File: src/rtl/switch_output_arbiter_pkg.sv
// Shared switch definitions: port count, port indices, arbiter state
// encoding and flit control bit positions (also used by the input buffers).
package switch_output_arbiter_pkg;

    localparam int NUM_PORTS = 5;
    localparam int PTR_W     = 3;

    localparam int PORT_N = 0;
    localparam int PORT_E = 1;
    localparam int PORT_S = 2;
    localparam int PORT_W = 3;
    localparam int PORT_L = 4;

    // Flit layout: payload in the low bits, control bits on top.
    localparam int FLIT_W        = 34;
    localparam int FLIT_TAIL_BIT = 32;
    localparam int FLIT_HEAD_BIT = 33;

    typedef enum logic {
        IDLE   = 1'b0,
        LOCKED = 1'b1
    } arb_state_t;

endpackage

File: src/rtl/switch_output_arbiter_if.sv
// Arbiter handshake bundle for one output port.
//   req/in_valid/in_tail : per-input request, flit valid, flit tail
//   out_ready            : downstream can take a flit
//   grant/in_ready       : one-hot mux select and per-input pop strobe
//   out_valid/busy       : granted flit valid, arbiter locked
// slave = arbiter side, master = input buffers / link side.
interface switch_output_arbiter_if
    import switch_output_arbiter_pkg::*;
#(
    parameter int NUM_PORTS = switch_output_arbiter_pkg::NUM_PORTS
);
    logic [NUM_PORTS-1:0] req;
    logic [NUM_PORTS-1:0] in_valid;
    logic [NUM_PORTS-1:0] in_tail;
    logic                 out_ready;
    logic [NUM_PORTS-1:0] grant;
    logic [NUM_PORTS-1:0] in_ready;
    logic                 out_valid;
    logic                 busy;

    modport slave (
        input  req, in_valid, in_tail, out_ready,
        output grant, in_ready, out_valid, busy
    );

    modport master (
        output req, in_valid, in_tail, out_ready,
        input  grant, in_ready, out_valid, busy
    );
endinterface

File: src/rtl/switch_output_arbiter_rr_priority_pick.sv
// Combinational round-robin finder: scans req starting at ptr, wrapping
// NUM_PORTS-1 -> 0, and returns the first requester as one-hot + index.
//   req     : request vector
//   ptr     : highest-priority index (always < NUM_PORTS)
//   win     : one-hot winner, zero when req == 0
//   win_idx : binary index of the winner (0 when none)
module rr_priority_pick
    import switch_output_arbiter_pkg::*;
#(
    parameter int NUM_PORTS = switch_output_arbiter_pkg::NUM_PORTS,
    parameter int PTR_W     = switch_output_arbiter_pkg::PTR_W
) (
    input  logic [NUM_PORTS-1:0] req,
    input  logic [PTR_W-1:0]     ptr,
    output logic [NUM_PORTS-1:0] win,
    output logic [PTR_W-1:0]     win_idx
);

    always_comb begin
        int  s;
        logic found;
        s       = 0;
        found   = 1'b0;
        win     = '0;
        win_idx = '0;
        for (int k = 0; k < NUM_PORTS; k++) begin
            // ptr < NUM_PORTS, so a single conditional subtract is the modulo.
            s = int'(ptr) + k;
            if (s >= NUM_PORTS) s = s - NUM_PORTS;
            if (!found && req[s]) begin
                found      = 1'b1;
                win[s]     = 1'b1;
                win_idx    = PTR_W'(s);
            end
        end
    end

endmodule

File: src/rtl/switch_output_arbiter.sv
// Per-output round-robin arbiter for the 5-port mesh switch. Picks one
// requesting input, holds a registered one-hot grant from head to tail
// flit, then releases with the winner dropped to lowest priority.
//   clk, rst : clock, async active-high reset
//   bus      : handshake bundle (slave side)
module switch_output_arbiter
    import switch_output_arbiter_pkg::*;
#(
    parameter int NUM_PORTS = switch_output_arbiter_pkg::NUM_PORTS,
    parameter int PTR_W     = switch_output_arbiter_pkg::PTR_W
) (
    input  logic                    clk,
    input  logic                    rst,
    switch_output_arbiter_if.slave  bus
);

    arb_state_t           state, state_n;
    logic [PTR_W-1:0]     ptr, ptr_n;
    logic [PTR_W-1:0]     g_idx, g_idx_n;
    logic [NUM_PORTS-1:0] grant, grant_n;
    logic [NUM_PORTS-1:0] win;
    logic [PTR_W-1:0]     win_idx;
    logic                 xfer, tail_xfer;

    rr_priority_pick #(.NUM_PORTS(NUM_PORTS), .PTR_W(PTR_W)) u_pick (
        .req     (bus.req),
        .ptr     (ptr),
        .win     (win),
        .win_idx (win_idx)
    );

    assign bus.grant     = grant;
    assign bus.in_ready  = grant & {NUM_PORTS{bus.out_ready}};
    assign bus.out_valid = |(grant & bus.in_valid);
    assign bus.busy      = (state == LOCKED);

    assign xfer      = bus.out_valid & bus.out_ready;
    // grant is one-hot while locked, so this selects in_tail[g].
    assign tail_xfer = xfer & |(grant & bus.in_tail);

    always_ff @(posedge clk or posedge rst) begin
        if (rst) begin
            state <= IDLE;
            ptr   <= '0;
            g_idx <= '0;
            grant <= '0;
        end else begin
            state <= state_n;
            ptr   <= ptr_n;
            g_idx <= g_idx_n;
            grant <= grant_n;
        end
    end

    always_comb begin
        state_n = state;
        ptr_n   = ptr;
        g_idx_n = g_idx;
        grant_n = grant;
        case (state)
            IDLE: begin
                if (|bus.req) begin
                    state_n = LOCKED;
                    grant_n = win;
                    g_idx_n = win_idx;
                end
            end
            LOCKED: begin
                if (tail_xfer) begin
                    state_n = IDLE;
                    grant_n = '0;
                    ptr_n   = (g_idx == PTR_W'(NUM_PORTS - 1)) ? '0 : g_idx + PTR_W'(1);
                end
            end
            default: begin
                state_n = IDLE;
                grant_n = '0;
            end
        endcase
    end

endmodule

File: src/flat_wrapper.sv
// flat-port wrapper written by rule: the top's interface ports become plain ports
module switch_output_arbiter_flat import switch_output_arbiter_pkg::*;
#(
    parameter int NUM_PORTS = switch_output_arbiter_pkg::NUM_PORTS,
    parameter int PTR_W     = switch_output_arbiter_pkg::PTR_W
)
  (clk, rst, bus_req, bus_in_valid, bus_in_tail, bus_out_ready, bus_grant, bus_in_ready, bus_out_valid, bus_busy);
  switch_output_arbiter_if #(.NUM_PORTS(NUM_PORTS)) bus_i ();
  input  logic clk;
  input  logic rst;
  input wire logic [$bits(bus_i.req)-1:0] bus_req;
  input wire logic [$bits(bus_i.in_valid)-1:0] bus_in_valid;
  input wire logic [$bits(bus_i.in_tail)-1:0] bus_in_tail;
  input wire logic [$bits(bus_i.out_ready)-1:0] bus_out_ready;
  output wire logic [$bits(bus_i.grant)-1:0] bus_grant;
  output wire logic [$bits(bus_i.in_ready)-1:0] bus_in_ready;
  output wire logic [$bits(bus_i.out_valid)-1:0] bus_out_valid;
  output wire logic [$bits(bus_i.busy)-1:0] bus_busy;
  assign bus_i.req = bus_req;
  assign bus_i.in_valid = bus_in_valid;
  assign bus_i.in_tail = bus_in_tail;
  assign bus_i.out_ready = bus_out_ready;
  assign bus_grant = bus_i.grant;
  assign bus_in_ready = bus_i.in_ready;
  assign bus_out_valid = bus_i.out_valid;
  assign bus_busy = bus_i.busy;
  switch_output_arbiter #(.NUM_PORTS(NUM_PORTS), .PTR_W(PTR_W)) u_core (.clk(clk), .rst(rst), .bus(bus_i));
endmodule
File: config.mk
export PLATFORM = sky130hd
export DESIGN_NAME = switch_output_arbiter_flat
export DESIGN_NICKNAME = d
export VERILOG_FILES = /design/src/rtl/switch_output_arbiter_pkg.sv /design/src/rtl/switch_output_arbiter_if.sv /design/src/rtl/switch_output_arbiter_rr_priority_pick.sv /design/src/rtl/switch_output_arbiter.sv /design/src/flat_wrapper.sv
export SDC_FILE = /design/constraint.sdc
export NUM_CORES = 1
export LEC_CHECK = 0
export CORE_MARGIN = 5
export CORE_UTILIZATION = 50
export CTS_CLUSTER_SIZE = 25
export DETAILED_ROUTE_END_ITERATION = 6
export DONT_BUFFER_PORTS = 1
export GPL_ROUTABILITY_DRIVEN = 0
export PLACE_DENSITY_LB_ADDON = 0.05
export SYNTH_ARGS = -nofsm -noshare
export SYNTH_HDL_FRONTEND = slang
export SYNTH_HIERARCHICAL = 1
export SYNTH_SLANG_ARGS = --single-unit
File: constraint.sdc
create_clock -name clk -period 5.4 [get_ports clk]
set_input_delay 0.81 -clock clk [delete_from_list [all_inputs] [get_ports clk]]
set_output_delay 0.81 -clock clk [all_outputs]
set_load 0.02 [all_outputs]
Word-level counts from Yosys, hierarchy flattened
Cells that the tools add are included.
Storage, ports and cells
  latch bits: 0
  output and inout port bits: 12
  memories kept: 0
  word-level logic and storage cells: 112
  bits in read-only memories: 0
  bits in writable memories: 0
  input port bits: 18
  flip-flop bits (word level): 12
Cells by class
  bitwise logic cells: 10
  $lt $le $gt $ge: 15
  div/mod/pow operators: 0
  add/subtract/negate cells: 10
  $mul: 0
  mux-type cells: 51
  eq/ne operators: 3
  shift operators: 0
  reductions and logical operators: 19
Operators with widths (count)
  >= comparator 32 x 1 -> 1 bit (second input constant): 5
  < comparator 32 x 5 -> 1 bit (second input constant): 5
  two-way mux 32 bit: 5
  two-way mux 5 bit: 7
  two-way mux 1 bit: 21
  bitwise OR 5 bit: 4
  subtractor 4 x 3 -> 5 bit (second input constant): 4
  two-way mux 3 bit: 6
  >= comparator 4 x 3 -> 1 bit (second input constant): 4
  AND 5 bit: 3
  binary-select mux 1 bit (select 3 bit): 5
  demux 1 bit (select 3 bit): 5
  OR reduction 5 bit: 3
  one-hot mux 5 bit (2 select lines): 1
  logical AND 1 bit: 9
  adder 3 x 2 -> 4 bit (second input constant): 2
  AND reduction 2 bit: 3
  adder 3 x 1 -> 4 bit (second input constant): 1
  adder 3 x 3 -> 4 bit (second input constant): 1
  logical NOT 1 bit: 4
  subtractor 3 x 3 -> 4 bit (second input constant): 1
  adder 3 x 1 -> 3 bit (second input constant): 1
  == test 3 bit (second input constant): 1
  >= comparator 3 bit (second input constant): 1
  5 further kinds: 6

Logic depth before layout (Yosys ltp)
  depth after elaboration: 20
  depth in mapped cells: 16
  gate-level depth less buffers: 14

Hierarchy
The synthesis kept the hierarchy.
Modules (own cells, without submodules)
  rr_priority_pick: sequential area each 0.0 um^2, times used 1, area each 1670.4 um^2, cells each 244
  switch_output_arbiter: sequential area each 300.3 um^2, times used 1, area each 631.9 um^2, cells each 57

Worst setup path before layout
Ideal clock, no wire load.
  path type: reg-to-reg
  start point: register u_core.ptr[2]
  end point: register u_core.grant[1], in the netlist u_core/bus.grant[1]
  path slack: 2.202 ns
  stages on the path, launching flop included: 14
  buffers on the path: 1
  arrival: 3.079 ns
  required time: 5.281 ns
  library setup time: 0.119 ns
  cells stage by stage: dfrtp_1 buf_4 inv_1 ha_1 a211oi_1 mux2i_1 nor3_1 o21ai_2 o221ai_4 and4b_4 a311oi_1 o211ai_1 mux2i_1 nor2_1
Between the ends
  longest elaborated chain between the ends: 20
  elaborated cells on any way between the ends: 82
  classes of those cells: add/sub (9); order compare (15); mux (41); bitwise (4); reduce/logical (13)
RTL lines
  start: declaration: RTL line switch_output_arbiter.sv:18  | logic [PTR_W-1:0] ptr, ptr_n;
  start signal: assignment: RTL line switch_output_arbiter.sv:49  | ptr <= ptr_n;
  parallel branches: the longest is 17 deep, another holds >= comparator 32 x 1 -> 1 bit
  two-way mux 5 bit (*): RTL line switch_output_arbiter_rr_priority_pick.sv:30  | if (!found && req[s]) begin
  named net u_core.win[1]: RTL line switch_output_arbiter.sv:21  | logic [NUM_PORTS-1:0] win;
  two-way mux 5 bit (*): RTL line switch_output_arbiter.sv:62  | if (|bus.req) begin
  one-hot mux 5 bit (2 select lines) (*): RTL line switch_output_arbiter.sv:60  | case (state)
  end signal: assignment: RTL line switch_output_arbiter.sv:51  | grant <= grant_n;
  end: declaration: RTL line switch_output_arbiter.sv:20  | logic [NUM_PORTS-1:0] grant, grant_n;
Mark *: on every way through the listed nets, which the timed path passes. The select of a mux whose other input is x is not followed.
A chain may end at the register's enable or synchronous reset.

Worst setup path in the final report
Ends and elaborated chain as after synthesis.

==> summary.txt <==
Status
  • Status: complete, no violations

Clock tree
  • Clock-pin transition on the worst setup and hold timing paths: about 0.05 ns
  • Insertion delay to the later sink of the worst-skew pair: about 0.25 ns
  • CTS hold repair buffers: 0
  • Num CTS Buffers: 3
  • Post-CTS resize count: 0
  • CTS max path bufs: 2
  • H-Tree Level Count: 1
  • Clock Sinks: 12
  • Postcts setup bufs: 0
  • CTS root buffer: clkbuf_8
  • CTS tree: built

Global route
  • First-pass GRT wire length: roughly 11 mm
  • Gr usage total: approximately 22%
  • Largest net degree at the start of global routing: 31
  • Grt ovf: 0
  • Vias in the first global route: between 2000 and 2500
  • Antenna violations before repair: 0

Yosys
  • Post-Syn Area per Cell: ~7.6 um^2
  • Synthesized Nets: 333
  • Post-synth EDFFs: 0
  • Yosys warnings: 6
  • Post-synth top flop: dfrtp_1
  • Distinct cell type count after synthesis: 73
  • Mapped Cells: 301
  • Post-Syn Area: between 0.002 and 0.0025 mm^2
  • FFs w/ async S/R, synth: 100%
  • Register area share after synthesis: a little over an eighth
  • FF+latch count, synth: 12

Critical path
  • Worst r2r dst: u_core/bus.grant[1]
  • Depth of the most critical reg-to-reg path: 12
  • CP Max Fanout: 23
  • Flop2flop setup slack: a little over 1 ns
  • Critical path type: flip-flop to flip-flop
  • Worst r2r src: u_core/ptr[2]
  • CP Data Arrival Time: 4.52 ns
  • CP Data Required Time: roughly 5.5 ns
  • Critical Path Source Type: flip-flop
  • Worst setup path startpoint: u_core/ptr[2]
  • CP endpoint: u_core/bus.grant[1]
  • Crit. End Element: flip-flop

Timing
  • Relative slew margins: around 45%
  • Unrepaired setup endpoints after global routing: no
  • Fmax: between 0.2 and 0.25 GHz
  • Clock skew: about 0.002 ns
  • Final Hold Viols: 0
  • Final worst-path cycle share: between 80% and 90%
  • Number of setup violations in the final report: 0
  • Final min period: between 4 and 5 ns
  • Max-slew violation count: 0
  • Worst slew pin tran: just over 0.8 ns
  • Fin Setup TNS: 0 ns

Drt
  • DRT Pass-1 Iters: 5
  • Via density: a little under 7
  • Routed via count: between 2000 and 2500
  • Drt drc: 0
  • WL/cell: around 20 um
  • Post-DRT Antenna Nets: 0
  • DRT Wirelength: roughly 6.7 mm
  • Starting DRT DRC Count: approximately 250

Flow run
  • MaxCap Viol Count: 0

Floorplanning
  • Io pins: 30
  • Die Y: between 70 and 80 um
  • # rows: 24
  • Die area: approximately 0.0061 mm^2
  • Core area: between 0.004 and 0.005 mm^2
  • Initial core utilization: 52.2%
  • Width of the die: between 70 and 80 um

Place
  • Port bufs: 0
  • Detailed Place HPWL: ~5.1 mm

Cells and area
  • Most frequent cells in the layout: nor2_1, nand2_1, o21ai_0, a21oi_1
  • Final net count: approximately 320
  • Filler cells: between 400 and 500
  • Share of cells above drive strength 1: 10.3%
  • Most common cell after layout, fill and taps aside: nor2_1
  • Number of diodes: 0
  • Layout overhead on the synthesized area: 1.09%

Hold path
  • Worst hold path class: input pin to asynchronous set/reset pin
==> cell usage after synthesis, drive strengths merged, types with 4 or more instances <==
master / n / area [um^2]
a21oi: 21 / 124
and2: 7 / 43.8
o211ai: 4 / 30.0
nor3: 12 / 60.1
inv: 18 / 67.6
nand2: 23 / 86.3
dfrtp: 12 / 300
a211oi: 5 / 42.5
nor2: 27 / 101
o221ai: 4 / 52.6
nand3: 9 / 45.0
a22oi: 5 / 37.5
buf: 13 / 95.1
mux2i: 17 / 174
nor2b: 5 / 31.3
mux2: 5 / 67.6
o21ai: 22 / 114
ha: 13 / 163
a31oi: 5 / 31.3
xnor2: 4 / 35.0
nand2b: 9 / 56.3
==> cells by family after synthesis <==
group                      count (synthesis)  synth area share [%]
and+or+nand+nor                          117                  27.7
AOI/OAI and AO/OA                         96                  30.4
buffers and inverters                     33                  7.39
muxes                                     22                  10.5
adders and majority gates                 14                  7.93
DFF                                       12                  13.0
xor gates and xnor gates                   7                  2.99
==> worst max-delay path: stages (launching register included) <==
cell and delay [ns]:
dfrtp_1 0.88, inv_1 0.39, ha_1 0.48, a211oi_1 0.33
mux2i_1 0.66, nor3_1 0.13, o21ai_2 0.20, o221ai_4 0.19
and4b_4 0.28, a311oi_1 0.34, o211ai_1 0.17, mux2i_1 0.17
nor2_1 0.05
==> stage by stage <==
step / std cells / setup slack, ns / cell area [um^2] / util, % / hold slack (ns)
floorplan: 301 / 2.20 / 2300 / - / 0.537
finish: 343 / 1.02 / 2330 / 52.7 / 0.448
global placement: 339 / 1.13 / 2270 / 51.5 / 0.576
global route: 343 / 0.779 / 2330 / 52.7 / 0.471
CTS: 343 / 1.10 / 2330 / 52.7 / 0.459
detailed placement: 339 / 1.11 / 2270 / 51.5 / 0.590
==> cell type report <==
cell class                 instances  area [um^2]  area share [%]
tap                               52         65.1            2.80
timing repair buffer               1         7.51           0.323
sequential                        12          300            12.9
multi-input combinational        256         1830            78.7
inverter                          18         67.6            2.90
clock buffer                       4         55.1            2.37
==> worst min path at each step <==
| stage | end | cells after the start |
|---|---|---|
| CTS | u_core/ptr[2] | 1 |
| floorplan | u_core/g_idx[1] | 2 |
| detailed placement | u_core/g_idx[1] | 2 |
| global route | u_core/ptr[2] | 1 |
| global placement | u_core/g_idx[1] | 2 |
| finish | u_core/ptr[0] | 1 |
==> per-layer routing <==
| layer | vias up | wire, um | GRT usage, % |
|---|---|---|---|
| li1 | 1095 | - | - |
| met1 | 1113 | 2930 | 29.2 |
| met2 | 120 | 3090 | 34.5 |
| met3 | 23 | 500 | 2.89 |
| met4 | 0 | 198 | 9.45 |
| met5 | - | 0 | 0 |
==> flip-flops by register name (all words and copies together), names as in the netlist <==
register / count
u_core/bus.busy: 1
u_core/bus.grant: 5
u_core/g_idx: 3
u_core/ptr: 3
Power is left out: the tool's default activity adds up to more than one toggle a clock period on the data nets, which glitch-free logic cannot reach.
